**config.mk**
```make
export PLATFORM = sky130hd
export DESIGN_NAME = alu_op_sequencer
export DESIGN_NICKNAME = d
export VERILOG_FILES = /design/src/rtl/alu_op_sequencer.sv
export SDC_FILE = /design/constraint.sdc
export NUM_CORES = 1
export LEC_CHECK = 0
export ABC_AREA = 1
export CAP_MARGIN = 25
export CORE_MARGIN = 2
export CORE_UTILIZATION = 35
export DETAILED_ROUTE_END_ITERATION = 12
export GPL_TIMING_DRIVEN = 0
export PLACE_DENSITY = 0.56
export SETUP_SLACK_MARGIN = 0.05
export SYNTH_ARGS = -nofsm -noshare
export SYNTH_HDL_FRONTEND = slang
export SYNTH_SLANG_ARGS = --single-unit
```
**constraint.sdc**
```tcl
create_clock -name clk -period 1.75 [get_ports clk]
set_input_delay 0.35 -clock clk [delete_from_list [all_inputs] [get_ports clk]]
set_output_delay 0.35 -clock clk [all_outputs]
set_load 0.03 [all_outputs]
```
**src/rtl/alu_op_sequencer.sv**
```systemverilog
// Issues a small stored program of ALU micro-ops, waits on alu_done, then strobes reg_write once per op.
// Per op: 1 fetch + >=2 wait + 1 write cycle; start and prog_we are ignored while busy.
module alu_op_sequencer #(
  parameter int DEPTH   = 8,
  parameter int ADDR_W  = 3,
  parameter int TIMEOUT = 15
) (
  input  logic              clk,
  input  logic              reset,
  input  logic              prog_we,
  input  logic [ADDR_W-1:0] prog_addr,
  input  logic [7:0]        prog_data,
  input  logic [ADDR_W:0]   prog_len,
  input  logic              start,
  input  logic              alu_done,
  input  logic [3:0]        alu_y,
  input  logic              alu_c,
  output logic [1:0]        a,
  output logic [1:0]        b,
  output logic [1:0]        ctrl,
  output logic [1:0]        reg_addr,
  output logic              reg_write,
  output logic              busy,
  output logic              seq_done,
  output logic              error,
  output logic [ADDR_W-1:0] pc,
  output logic [3:0]        last_y,
  output logic [ADDR_W:0]   carry_cnt
);

  localparam int LEN_W = ADDR_W + 1;
  localparam int CNT_W = $clog2(TIMEOUT + 1);
  localparam logic [LEN_W-1:0] LEN_MAX  = LEN_W'(DEPTH);
  localparam logic [CNT_W-1:0] CNT_LAST = CNT_W'(TIMEOUT - 1);

  typedef struct packed {
    logic [1:0] ctrl;
    logic [1:0] a;
    logic [1:0] b;
    logic [1:0] dest;
  } instr_t;

  typedef enum logic [2:0] {
    S_IDLE,
    S_FETCH,
    S_WAIT,
    S_WRITE,
    S_FIN
  } state_t;

  state_t              state_q, state_d;
  instr_t              mem_q [DEPTH];
  instr_t              mem_d [DEPTH];
  logic [LEN_W-1:0]    len_q, len_d;
  logic [ADDR_W-1:0]   pc_q, pc_d;
  logic [CNT_W-1:0]    wait_cnt_q, wait_cnt_d;
  logic [1:0]          a_q, a_d;
  logic [1:0]          b_q, b_d;
  logic [1:0]          ctrl_q, ctrl_d;
  logic [1:0]          reg_addr_q, reg_addr_d;
  logic                error_q, error_d;
  logic [3:0]          last_y_q, last_y_d;
  logic [LEN_W-1:0]    carry_cnt_q, carry_cnt_d;
  logic [LEN_W-1:0]    len_clamped;
  instr_t              cur_instr;

  assign len_clamped = (prog_len > LEN_MAX) ? LEN_MAX : prog_len;
  assign cur_instr   = mem_q[pc_q];

  always_comb begin
    state_d     = state_q;
    mem_d       = mem_q;
    len_d       = len_q;
    pc_d        = pc_q;
    wait_cnt_d  = wait_cnt_q;
    a_d         = a_q;
    b_d         = b_q;
    ctrl_d      = ctrl_q;
    reg_addr_d  = reg_addr_q;
    error_d     = error_q;
    last_y_d    = last_y_q;
    carry_cnt_d = carry_cnt_q;

    case (state_q)
      S_IDLE: begin
        // The write lands at the same edge as start, so FETCH already sees it.
        if (prog_we && reset) begin
          mem_d[prog_addr] = instr_t'(prog_data);
        end
        if (start) begin
          len_d       = len_clamped;
          pc_d        = '0;
          error_d     = 1'b0;
          carry_cnt_d = '0;
          state_d     = (len_clamped == '0) ? S_FIN : S_FETCH;
        end
      end

      S_FETCH: begin
        a_d        = cur_instr.a;
        b_d        = cur_instr.b;
        ctrl_d     = cur_instr.ctrl;
        reg_addr_d = cur_instr.dest;
        wait_cnt_d = '0;
        state_d    = S_WAIT;
      end

      S_WAIT: begin
        wait_cnt_d = wait_cnt_q + 1'b1;
        // A done seen in the first wait cycle belongs to the previous op.
        if ((wait_cnt_q != '0) && alu_done) begin
          last_y_d = alu_y;
          if (alu_c && (carry_cnt_q != '1)) begin
            carry_cnt_d = carry_cnt_q + 1'b1;
          end
          state_d = S_WRITE;
        end else if (wait_cnt_q == CNT_LAST) begin
          error_d = 1'b1;
          state_d = S_FIN;
        end
      end

      S_WRITE: begin
        if ({1'b0, pc_q} == (len_q - 1'b1)) begin
          state_d = S_FIN;
        end else begin
          pc_d    = pc_q + 1'b1;
          state_d = S_FETCH;
        end
      end

      S_FIN: begin
        state_d = S_IDLE;
      end

      default: begin
        state_d = S_IDLE;
      end
    endcase
  end

  always_ff @(posedge clk) begin
    if (!reset) begin
      state_q     <= S_IDLE;
      len_q       <= '0;
      pc_q        <= '0;
      wait_cnt_q  <= '0;
      a_q         <= '0;
      b_q         <= '0;
      ctrl_q      <= '0;
      reg_addr_q  <= '0;
      error_q     <= 1'b0;
      last_y_q    <= '0;
      carry_cnt_q <= '0;
    end else begin
      state_q     <= state_d;
      len_q       <= len_d;
      pc_q        <= pc_d;
      wait_cnt_q  <= wait_cnt_d;
      a_q         <= a_d;
      b_q         <= b_d;
      ctrl_q      <= ctrl_d;
      reg_addr_q  <= reg_addr_d;
      error_q     <= error_d;
      last_y_q    <= last_y_d;
      carry_cnt_q <= carry_cnt_d;
    end
  end

  // Program storage survives reset.
  always_ff @(posedge clk) begin
    mem_q <= mem_d;
  end

  assign a         = a_q;
  assign b         = b_q;
  assign ctrl      = ctrl_q;
  assign reg_addr  = reg_addr_q;
  assign pc        = pc_q;
  assign error     = error_q;
  assign last_y    = last_y_q;
  assign carry_cnt = carry_cnt_q;
  assign busy      = (state_q != S_IDLE);
  assign seq_done  = (state_q == S_FIN);
  assign reg_write = (state_q == S_WRITE);

endmodule

```
; Word level (Yosys, flattened, before mapping)
; Cells that the tools add are included.
[word_totals]
register_bits = 95
output_inout_bits = 23
elab_cells = 110
inputBits = 25
[op_classes]
n_lt_le_gt_ge = 4
add_sub_neg = 4
eq_ne = 14
bitwise_logic = 2
reduce_logical = 18
mux = 25
[ops]
columns = cell, count
row1 = 64-bit bitwise mux, 1
row2 = 8-bit binary-select mux with 3-bit select, 1
row3 = 8-bit demux with 3-bit select, 1
row4 = 8-bit two-way mux, 3
row5 = 3-bit two-way mux, 7
row6 = 4-bit two-way mux, 4
row7 = 4-bit one-hot mux with 2 select lines, 2
row8 = 2-bit != test (second input constant), 6
row9 = 3-bit one-hot mux with 4 select lines, 1
row10 = 4-bit by 1-bit adder with 4-bit output (second input constant), 2
row11 = 4-bit >= comparator (second input constant), 2
row12 = 3-bit NOT with 4-bit output, 2
row13 = 2-bit AND reduction, 4
row14 = 4-bit AND reduction, 2
row15 = 3-bit by 2-bit equality test with 1-bit output (second input constant), 2
row16 = 3-bit one-hot mux with 2 select lines, 1
row17 = 2-bit nonzero test, 3
row18 = 3-bit by 4-bit equality test with 1-bit output, 1
row19 = 4-bit equality test (second input constant), 1
row20 = 4-bit greater-than comparator (second input constant), 1
row21 = 1-bit logical AND, 4
row22 = 4-bit zero test, 1
row23 = 4-bit by 1-bit < comparator with 1-bit output (second input constant), 1
row24 = 4-bit != test (second input constant), 1
row25 = other kinds (11), 13

; Logic depth before layout (Yosys ltp)
; Gate-level depths: netlist of the first run.
[logic_depth]
word_depth = 6
ltp_mapped = 12
depth_no_buf = 12

; Least setup slack after synthesis of the first run
; Ideal clock, no wire load.
[synth_path]
kind = register to register
startpoint = register state_q[0]
endpoint = register mem_q[32] (netlist name) (enable)
setup_time_ns = 0.383
slack_ns = -0.117
synth_period_minus_slack_ns = 1.867
path_buffers = 0
required_ns = 1.367
path_stages_with_launch = 6
arrival_time_ns = 1.484
cell_sequence = dfxtp_1 nor2_4 nand2_2 nor2_1 nand2_1 nor3_1
[synth_between]
elab_chain_cells = 2
[synth_lines]
columns = element, line_no
row1 = "start, declared", 51  ; state_t state_q, state_d;
row2 = "start signal, assigned", 156  ; state_q <= state_d;
row3 = 3-bit zero test, 84  ; case (state_q)
row4 = 2-bit AND reduction (no source line), n/a
row5 = "end signal, assigned", 172  ; mem_q <= mem_d;
row6 = "end, declared", 52  ; instr_t mem_q [DEPTH];
; Every way passes these cells.
; A chain may end at the register's enable or synchronous reset.

; Final worst setup path of the first run
[layout_path]
startpoint = register state_q[1]
endpoint = output busy
[layout_between]
elab_chain_cells = 1
[layout_lines]
columns = element, line_no
row1 = 3-bit nonzero test, 183  ; assign busy = (state_q != S_IDLE);
row2 = "end, declared", 23  ; output logic busy,
; Every way passes these cells.

==> results summary, run 1 <==
The maximum clock frequency is approximately 610 MHz. The arrival time of data at the critical path endpoint is 1.28 ns. The post-route cell area came out at 5190 um2.

The global placer's final weighted congestion came out at 0.799. The total of flip-flops plus latches after synthesis came out at 95. The number of buffers and inverters on the critical path is 2.

On the critical path the largest part of the delay comes from buffers and inverters. The H-tree generated during clock tree synthesis spans 3 levels. Summing the areas of all and, or, nand and nor instances in the mapped netlist gives 17.5% of the synthesized area. The overall track demand over capacity in global routing is 15.2%. The unique cell type count in the Yosys netlist is 33. The worst slack at placement came out at -0.824 ns. The internal power of the cells came out at 0.00432 W. Clock tree synthesis found a total of 95 sinks.

The die area came out at between 10,000 and 15,000 um2. The final HPWL from detailed placement came out at 6.72 mm. TritonCTS built the clock tree. The capturing element type of the critical path is an output port. The count of nets left with antenna violations once routing finished came out at 0.

Yosys mapped a number of flops with a built-in enable equal to 64. No sink is reached through more buffers than the 2 on the longest clock path. The worst slew margin relative to its limit is approximately 62%. The portion of the post-synthesis area used by sequential elements came out at 62.4%. In this run the clock root is driven by a sky130_fd_sc_hd__clkbuf_16. The total wire length came out at roughly 9.3 mm. Yosys printed 0 warnings. The core region is 11,400 um2.

The cell count after synthesis came out at 403. The area of the mapped netlist is 4070 um2. The fraction of layout instances using a drive strength above 1 came out at between 15 and 20%. The number of global-route vias before repair is ~3,000. The first-pass GRT wire length is between 10 and 15 mm. The largest net degree at the start of global routing is 17. The number of hold-slack violations in the final timing report came out at 0.

The most used flip-flop cell after synthesis is sky130_fd_sc_hd__edfxtp_1. The biggest cell delay along the critical path is 0.39 ns. The final critical-path setup slack is 0.118 ns. The share of cell area taken by muxes after synthesis came out at 0%. The net switching power is around 0.0020 W. The critical path is of the reg -> out type. At the later pin of the worst-skew pair, clock insertion delay measures 0.34 ns. The number of setup violations in the final report came out at 0. Across the run, the number of max-cap violations was 0. The cell with the biggest individual delay on the critical path is sky130_fd_sc_hd__dfxtp_1. The length of the first detailed-routing pass in iterations came out at 5. The routed via count is 2,984. The final-report max-slew violation count came to 0. In this run switching power makes up 31.1% of total power. In this run the power density over the cells is approximately 1200 nW/um2. In the layout the commonest cells are sky130_fd_sc_hd__nor2_1 (68), sky130_fd_sc_hd__edfxtp_1 (64), sky130_fd_sc_hd__nand2_1 (47). After the first detailed-routing iteration, the DRC count stood at 145. The combinational share of power is 24.7%. After clock tree synthesis, the clock-pin slew on the worst setup and hold paths is 0.06 ns.

STA classifies the critical path startpoint as a flip-flop. For this configuration, the core starts out at a cell density of 35.8%. Setup repair after global routing could not meet its margin everywhere. The remaining global-route overflow came out at 0.

The hold buffer count at CTS is 0. The number of antenna violations at the first check in global routing came to 0. The library cell used most frequently in the layout, excluding fill and tap cells, is sky130_fd_sc_hd__nor2_1. The placed standard-cell area is ~4700 um2. By area, the combinational part of the netlist is dominated by simple AND/OR/NAND/NOR gates.

The xor and xnor area share after synthesis came out at 0.430%. The worst slack on hold paths came out at 0.345 ns. The shortest clock period the worst path allows after layout came out at 1.63 ns. The total negative setup slack is 0 ns. At the pin with the least slew margin, the transition time is about 0.57 ns.

The area growth from synthesis to layout is 27.4%. Data on the critical path is required at its endpoint by 1.40 ns. The count of buffers from port buffering came out at 46. The arithmetic-cell share of the synthesized area counting full adders, half adders and majority gates is 1.84%. Buffers inserted during clock tree synthesis total 9. The static leakage is just over 2 nW.

The critical path goes through inv_1, nand2_2, clkdlybuf4s15_2. The maximum fanout encountered on the critical timing path came out at 5. The diode insertion count for antenna repair is 0.

The post-synthesis compound-gate area fraction came out at 12.2%. The synthesized netlist net count is 434. The sequential cell fraction of total power is 42.2%. In this run, placement finished with an instance count of 596. The clock share of power came out at 33.2%. The I/O pin count came out at between 40 and 50. The share of flip-flops with an asynchronous set or reset came out at 0%. The average size of a mapped cell came out at around 10 um2. The die boundary width came out at 112 um.

The clock skew after layout came out at 0.00681 ns. The number of nets in the layout came out at 501. The worst ir drop on vdd came out at 0.744 mV. The routed length per placed instance came out at ~15 um. The final instance count without filler cells came out at 617. The flow ran to the end, and the final reports show no timing, DRC or antenna violations.

The worst hold path belongs to the class in -> reg. The height of the die is 112 um. After detailed routing, the number of remaining DRC violations is 0. The ratio of routed vias to standard cells is 4.84. The placement row count came out at 39. After layout, the worst path uses 93.2% of the clock period.
layout make-up:
type                       instances  area [um2]
timing repair buffer              56         517
buffer                            16        95.1
fill                            1106        6180
multi-input combinational        257        1410
clock buffer                       9         225
inverter                          35         134
tap                              143         179
sequential                        95        2550
clock inverter                     6        90.1
worst reg2reg max path, delay by kind of cell (launching register included):
family | cells | cell delay [ns]
simple gates | 5 | 0.77
buf+inv | 1 | 0.19
flops | 1 | 0.35
power by group through the flow:
stage	logic, W	clock network [W]	registers, W
after CTS	0.00154	0.00213	0.00264
after detailed placement	0.00154	0	0.00269
after floorplan	0.000916	0	0.00279
after global placement	0.00152	0	0.00269
after global routing	0.00173	0.00220	0.00266
final	0.00155	0.00208	0.00265
through the flow:
stage | total power, W | utilization, %
after floorplan | 0.00370 | -
after global placement | 0.00421 | 41.5
after detailed placement | 0.00423 | 41.7
after CTS | 0.00631 | 45.2
after global routing | 0.00659 | 45.7
final | 0.00627 | 45.7
metal layers:
metal	share of wire, %	global-route usage [%]	wire length (um)
met1	46	19.6	4280
met2	48	25.8	4490
met3	4.8	3.48	444
met4	0.79	4.53	73
met5	0	0	0
Yosys cell counts (6+ instances only):
library cell | number | area share [%]
sky130_fd_sc_hd__a21oi_1 | 19 | 2.3
sky130_fd_sc_hd__buf_2 | 10 | 1.2
sky130_fd_sc_hd__dfxtp_1 | 31 | 15
sky130_fd_sc_hd__edfxtp_1 | 64 | 47
sky130_fd_sc_hd__ha_1 | 6 | 1.8
sky130_fd_sc_hd__inv_1 | 31 | 2.9
sky130_fd_sc_hd__nand2_1 | 49 | 4.5
sky130_fd_sc_hd__nand2_2 | 6 | 0.92
sky130_fd_sc_hd__nand3_1 | 20 | 2.5
sky130_fd_sc_hd__nor2_1 | 73 | 6.7
sky130_fd_sc_hd__nor3_1 | 6 | 0.74
sky130_fd_sc_hd__o211ai_1 | 16 | 2.9
sky130_fd_sc_hd__o21ai_0 | 39 | 4.8
final timing paths:
check              end  slack (ns)  startpoint  cells past startpoint
max               busy        0.12  state_q[1]                      3
min           len_q[3]        0.34       reset                      3
min reg2reg      error        0.45       error                      2
max reg2reg  mem_q[46]        0.16  state_q[0]                      6
state kept, by name, indices dropped and copies added (netlist names):
name and flops:
a 2, carry_cnt 4, pc 3, last_y 4
b 2, mem_q 64, state_q 3, ctrl 2
reg_addr 2, error 1, wait_cnt_q 4, len_q 4
repair_timing:
action | 4_1_cts | 5_1_grt
resized for setup | 50 | 14
buffers inserted | 3 | 3
setup endpoints to repair | 83 | 45
pin swaps | 2 | 3
cell families after synthesis:
logic type,count (synthesis)
xor+xnor,2
buf+inv,51
flops,95
compound gates,84
fa+ha+maj,6
simple gates,165
(Power assumes the default switching activity.)
==> run 2: changes to the inputs <==
Settings changed: CELL_PAD_IN_SITES_DETAIL_PLACEMENT set to 0, CELL_PAD_IN_SITES_GLOBAL_PLACEMENT set to 1, PLACE_DENSITY 0.56 to 0.69.
==> run 2 against run 1 <==
Net effect:
- register-to-register slack got worse by 0.06 ns
- core utilization decreased by 0.54 points
- final area decreased by 1.2%
- maximum frequency decreased by 2.8%
- sequential cell count unchanged
- critical path type is now in -> reg
- combinational power about the same
- first-iteration DRC count increased by 53%
- die area unchanged
==> results summary, run 2 (same netlist as run 1, synthesis figures left out) <==
The flow ran to the end, and the final reports show no timing, DRC or antenna violations. The worst slew margin relative to its limit came out at 55.3%. The first-pass GRT wire length came out at 15.5 mm. The routed length per placed instance is 15.5 um. The cell with the biggest individual delay on the critical path is sky130_fd_sc_hd__clkdlybuf4s50_1. The count of buffers from port buffering came out at between 40 and 50. The internal power of the cells came out at 0.00403 W. The die boundary width came out at roughly 110 um. The number of global-route vias before repair is 3,026. The total overflow left after global routing is 0. After floorplanning, the core was divided into 39 placement rows. The number of antenna diodes in the final layout is 0. The length of the first detailed-routing pass in iterations came out at 6. IR analysis of the VDD net gives a maximum drop of between 0.4 and 0.5 mV.

On the critical path the largest part of the delay comes from buffers and inverters. The I/O pin count came out at 48. The number of buffers and inverters on the critical path is 1. In the routed design, unresolved DRC markers number 0. Traced cell by cell, the critical path runs through clkdlybuf4s50_1, nand2_1, nor2_4.

The tree is rooted in a sky130_fd_sc_hd__clkbuf_16. The remaining antenna violation count is 0. The combinational share of power is 25.5%.

The static leakage came out at 1.98 nW. The part of the cycle the worst path needs is 95.9%. The library cell used most frequently in the layout, excluding fill and tap cells, is sky130_fd_sc_hd__nor2_1. After detailed routing, the total wire length is about 9.5 mm. The number of flip-flops under the largest register name came out at 64. TritonCTS built the clock tree. The number of setup violations in the final report is 0.

The number of hold-slack violations in the final timing report came out at 0. The shortest clock period the worst path allows after layout came out at 1.68 ns. The biggest cell delay along the critical path came out at about 0.75 ns. The utilization after layout came out at 45.1%. The level count of the clock H-tree came out at 3. The clock share of power came out at a little under a third. The net switching power is 0.00200 W. Sequential cells burn 43.8% of the power. For the pin with the worst max-slew slack, the measured transition is 0.671 ns.

The largest net degree at the start of global routing is 18. Dividing total power by cell area gives a power density of 1180 nW/um2. The number of max-cap violations is 0. The library cells used most frequently in the layout, excluding fill and tap cells, are sky130_fd_sc_hd__nor2_1 (68), sky130_fd_sc_hd__edfxtp_1 (64), sky130_fd_sc_hd__nand2_1 (47). More flip-flops sit in one register than any other, and that register is mem_q. For this run, the post-layout net count is 499. The routed via count came out at 2,978.

Along the worst path, the maximum fanout reaches 8. The number of buffers created by CTS came out at 9. Detailed placement ended at an HPWL of 6.78 mm. The worst hold path belongs to the class in -> reg. The global placer's final weighted congestion is 0.766. The number of DRC markers in iteration 0 came out at 222. The overall track demand over capacity in global routing is 15.9%.

The final-report max-slew violation count is 0. The clock reaches the later pin of the worst-skew pair after about 0.34 ns. On the final layout, the worst clock skew is 0.0118 ns.

The die area came out at approximately 13,000 um2. The register clock-pin slew on the reported worst setup and hold paths is 0.07 ns. The worst setup path is launched from an input port. The worst setup path is captured at a flip-flop. Static timing analysis puts the maximum clock frequency at just under 600 MHz. The ratio of routed vias to standard cells came out at 4.83. The fraction of power spent switching nets came out at 33.2%. The number of antenna violations at the first check in global routing is 0.

Of the cells placed in the final design, the portion with a size suffix greater than 1 is 16.5%. For flop-to-flop paths, the worst setup slack is roughly 0.10 ns. The initial utilization of the core area, before any placement, comes to between 30% and 40%. The arrival time of data at the critical path endpoint is 1.69 ns.

The type of the worst setup path is in -> reg. The required time at the endpoint of the critical path came out at around 1.8 ns. The total negative setup slack is 0 ns. The post-synthesis to final-layout area growth came out at 25.9%. The clock net in this run drives a total of 95 sinks. The floorplan step defined a core boundary enclosing 11,400 um2.

Setup repair after global routing could not meet its margin everywhere. Counting along the longest clock path gives a buffer depth of 2. The height of the die is 112 um.
-- run 2: cell types whose count changed in the layout (fill, tap and decap cells not counted), moves of 2 or more --
| cell | delta |
|---|---|
| sky130_fd_sc_hd__dlymetal6s2s_1 | -3 |
| sky130_fd_sc_hd__clkinvlp_4 | +3 |
| sky130_fd_sc_hd__nand2_2 | +2 |
| sky130_fd_sc_hd__bufinv_16 | -2 |
| sky130_fd_sc_hd__nand2_4 | -2 |
| sky130_fd_sc_hd__clkdlybuf4s50_1 | +2 |
-- run 2: final timing paths --
path	start	to	cells after the start
worst max-delay path	prog_addr[2]	mem_q[19]	3
worst min-delay path	reset	len_q[3]	3
worst max register to register	state_q[0]	mem_q[34]	6
worst min register to register	error	error	2
-- run 2: final cells by class --
class                           instances  area [um2]
Fill cell                            1119        6240
Sequential cell                        95        2550
Multi-Input combinational cell        257        1410
Timing Repair Buffer                   54         489
Clock buffer                            9         225
Tap cell                              143         179
Inverter                               35         134
Buffer                                 16        95.1
Clock inverter                          7        53.8
-- run 2: routing by layer --
layer  track usage [%]  up-vias  share of wire (%)
met5                 0        -                  0
met4              5.84        0                1.6
met3              3.38       10                4.2
met2              26.9       65                 49
met1              20.1     1380                 45
li1                  -     1523                  -
-- run 2: per-stage QoR --
step | worst slack (ns) | instances | area [um2] | hold WS [ns] | power (W)
CTS | -0.0249 | 612 | 5060 | 0.320 | 0.00608
global route | 0.0184 | 616 | 5130 | 0.340 | 0.00636
detailed placement | -0.737 | 596 | 4730 | 0.449 | 0.00425
floorplan | -0.117 | 403 | 4070 | 0.442 | 0.00370
finish | 0.0709 | 616 | 5130 | 0.328 | 0.00603
global placement | -1.02 | 592 | 4710 | 0.444 | 0.00423
-- run 2: what timing repair did --
action | CTS | global route
hold buffers | 0 | 0
buffers inserted | 0 | 4
pin swaps | 0 | 3
setup endpoints to repair | 83 | 52
resized for setup | 48 | 18
-- run 2: power groups by stage --
stage | registers [W] | clock network [W] | logic (W)
floorplan | 0.00279 | 0 | 0.000916
global placement | 0.00269 | 0 | 0.00155
detailed placement | 0.00269 | 0 | 0.00156
CTS | 0.00264 | 0.00189 | 0.00156
global route | 0.00266 | 0.00197 | 0.00173
finish | 0.00264 | 0.00185 | 0.00154
-- run 2: worst reg2reg max path: cells and delay by family (launching register included) --
kind	cells	cell delay (ns)
simple gates	5	0.82
flops	1	0.35
buf+inv	1	0.20
==> run 3: changes to the inputs <==
Settings changed: CORE_UTILIZATION 35 to 39, GPL_ROUTABILITY_DRIVEN set to 0, PLACE_DENSITY 0.69 to 0.75.
==> run 3 against run 2 <==
Net effect:
- maximum frequency grew 1.9%
- worst setup slack gained 0.031 ns
- clock skew grew 0.0020 ns
- count of clock-buffer cells in the layout grew 1
- cell count shrank 1.3%
- clock power shrank 30%
- sequential power is essentially flat
- critical path depth is the same
- sequential share of layout area grew 1.1 points
- hold slack lost 0.019 ns
==> results summary, run 3 (same netlist as run 1, synthesis figures left out) <==
The top cell types in the final layout, fill and taps aside, are sky130_fd_sc_hd__nor2_1 (68), sky130_fd_sc_hd__edfxtp_1 (64), sky130_fd_sc_hd__nand2_1 (47). Input and output buffers added on the ports amount to 46. The maximum clock insertion buffer count is 2. The depth of the worst register-to-register path came out at 6. The most frequent standard cell in the layout excluding fill and tap cells is sky130_fd_sc_hd__nor2_1. The post-synthesis to final-layout area growth is 23.2%. The hold buffer count at CTS came out at 0. The sink count of the clock tree is 95. The number of setup violations in the final report is 0. The static leakage is 1.93 nW. The die area came out at between 10,000 and 15,000 um2.

For the worst setup path, the data arrival time is 1.69 ns. STA classifies the critical path endpoint as a flip-flop. The number of nets in the layout is 498. The number of max-cap violations came out at 0.

The largest net degree at the start of global routing is 17. The level count of the clock H-tree is 3. For this design the ratio of total power to cell area is 1090 nW/um2. The root buffer cell chosen for the clock tree is sky130_fd_sc_hd__clkbuf_8. The remaining global-route overflow is 0. The placement row count is 37. The register clock-pin slew on the reported worst setup and hold paths came out at 0.09 ns. The later-pin clock latency in the skew report is ~0.36 ns. The part of the cycle the worst path needs is 94.2%.

Measured against its own limit, the worst slew margin works out to 60.0%. The starting density of the core came out at 39.8%. The worst slack at placement came out at -0.820 ns. The number of antenna violations at the first check in global routing came out at 0. In this run the count of I/O pins placed on the die edge is 48. Measured along the x axis, the die boundary spans approximately 110 um. The maximum fanout encountered on the critical timing path is 8. The total wire length came out at a little over 9 mm.

Counting instances, the worst hold path has a depth of 3. In this run the cell area measured after placement is 4710 um2. The worst setup path is of the in -> reg kind. The shortest clock period the worst path allows after layout is 1.65 ns. The diode insertion count for antenna repair came out at 0. The residual DRC count is 0.

The maximum clock frequency came out at 607 MHz. Once detailed placement completed, the half-perimeter wirelength came to 6.56 mm. Across all hold checks on the routed design, the worst slack comes to slightly above 0.3 ns.

The total area inside the core boundary comes to 10,200 um2. The fraction of layout instances using a drive strength above 1 is 15.9%. The utilization after layout came out at 49.1%. The worst setup path is launched from an input port. TritonCTS built the clock tree. The clock skew after layout came out at 0.0138 ns.

For the pin with the worst max-slew slack, the measured transition is 0.599 ns. Setup repair after global routing left no endpoint under its margin. Summing all non-filler instances in the final layout gives an area of 5020 um2.

The number of DRC markers in iteration 0 is 126. VDD sags by at most 0.691 mV. The final-report max-slew violation count is 0. Dividing the detail-routed wire length by the instance count gives ~15 um. The register with the most flip-flops is mem_q.

The routed via count is 2,989. The run finished with clean final reports. The number of buffers created by CTS is 9. The number of flip-flops under the largest register name came out at 64.

The total negative setup slack is 0 ns. The die is 106 um tall. In this run the remaining antenna-violating nets after routing total 0. The number of global-route vias before repair was 2,947.

The final critical-path setup slack is 0.102 ns. The first global-routing pass estimated approximately 15 mm of wire. The path class of the tightest hold or removal check is in -> reg. The required time at the endpoint of the critical path is 1.79 ns. The number of hold-slack violations in the final timing report is 0. The overall track demand over capacity in global routing came out at 17.2%. The length of the first detailed-routing pass in iterations came out at 4. The ratio of routed vias to standard cells came out at 4.92.
[run 3: timing repair]
action / in CTS / in global routing
buffers inserted: 4 / 1
pin swaps: 3 / 3
resized for setup: 56 / 14
endpoints found under the setup margin: 87 / 21
[run 3: worst paths after layout]
kind	startpoint	end	slack, ns
setup / recovery	prog_addr[2]	mem_q[1]	0.10
hold / removal	reset	len_q[3]	0.31
setup reg to reg	state_q[0]	mem_q[45]	0.12
hold reg to reg	error	error	0.45
[run 3: routing by layer]
layer  GRT usage (%)  vias up  routed length (um)
met5               0        -                   0
met4            4.98        0                  80
met3            4.54        6                 579
met2            28.4       85                4360
met1            22.4     1386                4090
li1                -     1512                   -
[run 3: critical path, cell delays in order]
cell and delay [ns]:
sky130_fd_sc_hd__clkdlybuf4s50_1 0.75, sky130_fd_sc_hd__nand2_1 0.25, sky130_fd_sc_hd__nor2_4 0.33
[run 3: layout make-up]
| type | instances | area (um2) |
|---|---|---|
| buffer | 16 | 95.1 |
| clock buffer | 10 | 128 |
| clock inverter | 6 | 43.8 |
| fill | 961 | 5210 |
| inverter | 35 | 134 |
| multi-input combinational | 257 | 1410 |
| sequential | 95 | 2550 |
| tap | 136 | 170 |
| timing repair buffer | 53 | 497 |
[run 3: through the flow]
step | power (W) | instances
floorplan | 0.00370 | 403
global placement | 0.00421 | 585
detailed placement | 0.00423 | 587
CTS | 0.00552 | 607
global route | 0.00583 | 608
finish | 0.00550 | 608
[run 3: where the power goes]
part	total (W)	internal, W	leakage, nW	switching [W]
clock	0.00130	0.000525	0.0822	0.000776
sequential	0.00265	0.00255	0.830	0.0000980
combinational	0.00155	0.000517	1.02	0.00103
total	0.00550	0.00359	1.93	0.00191
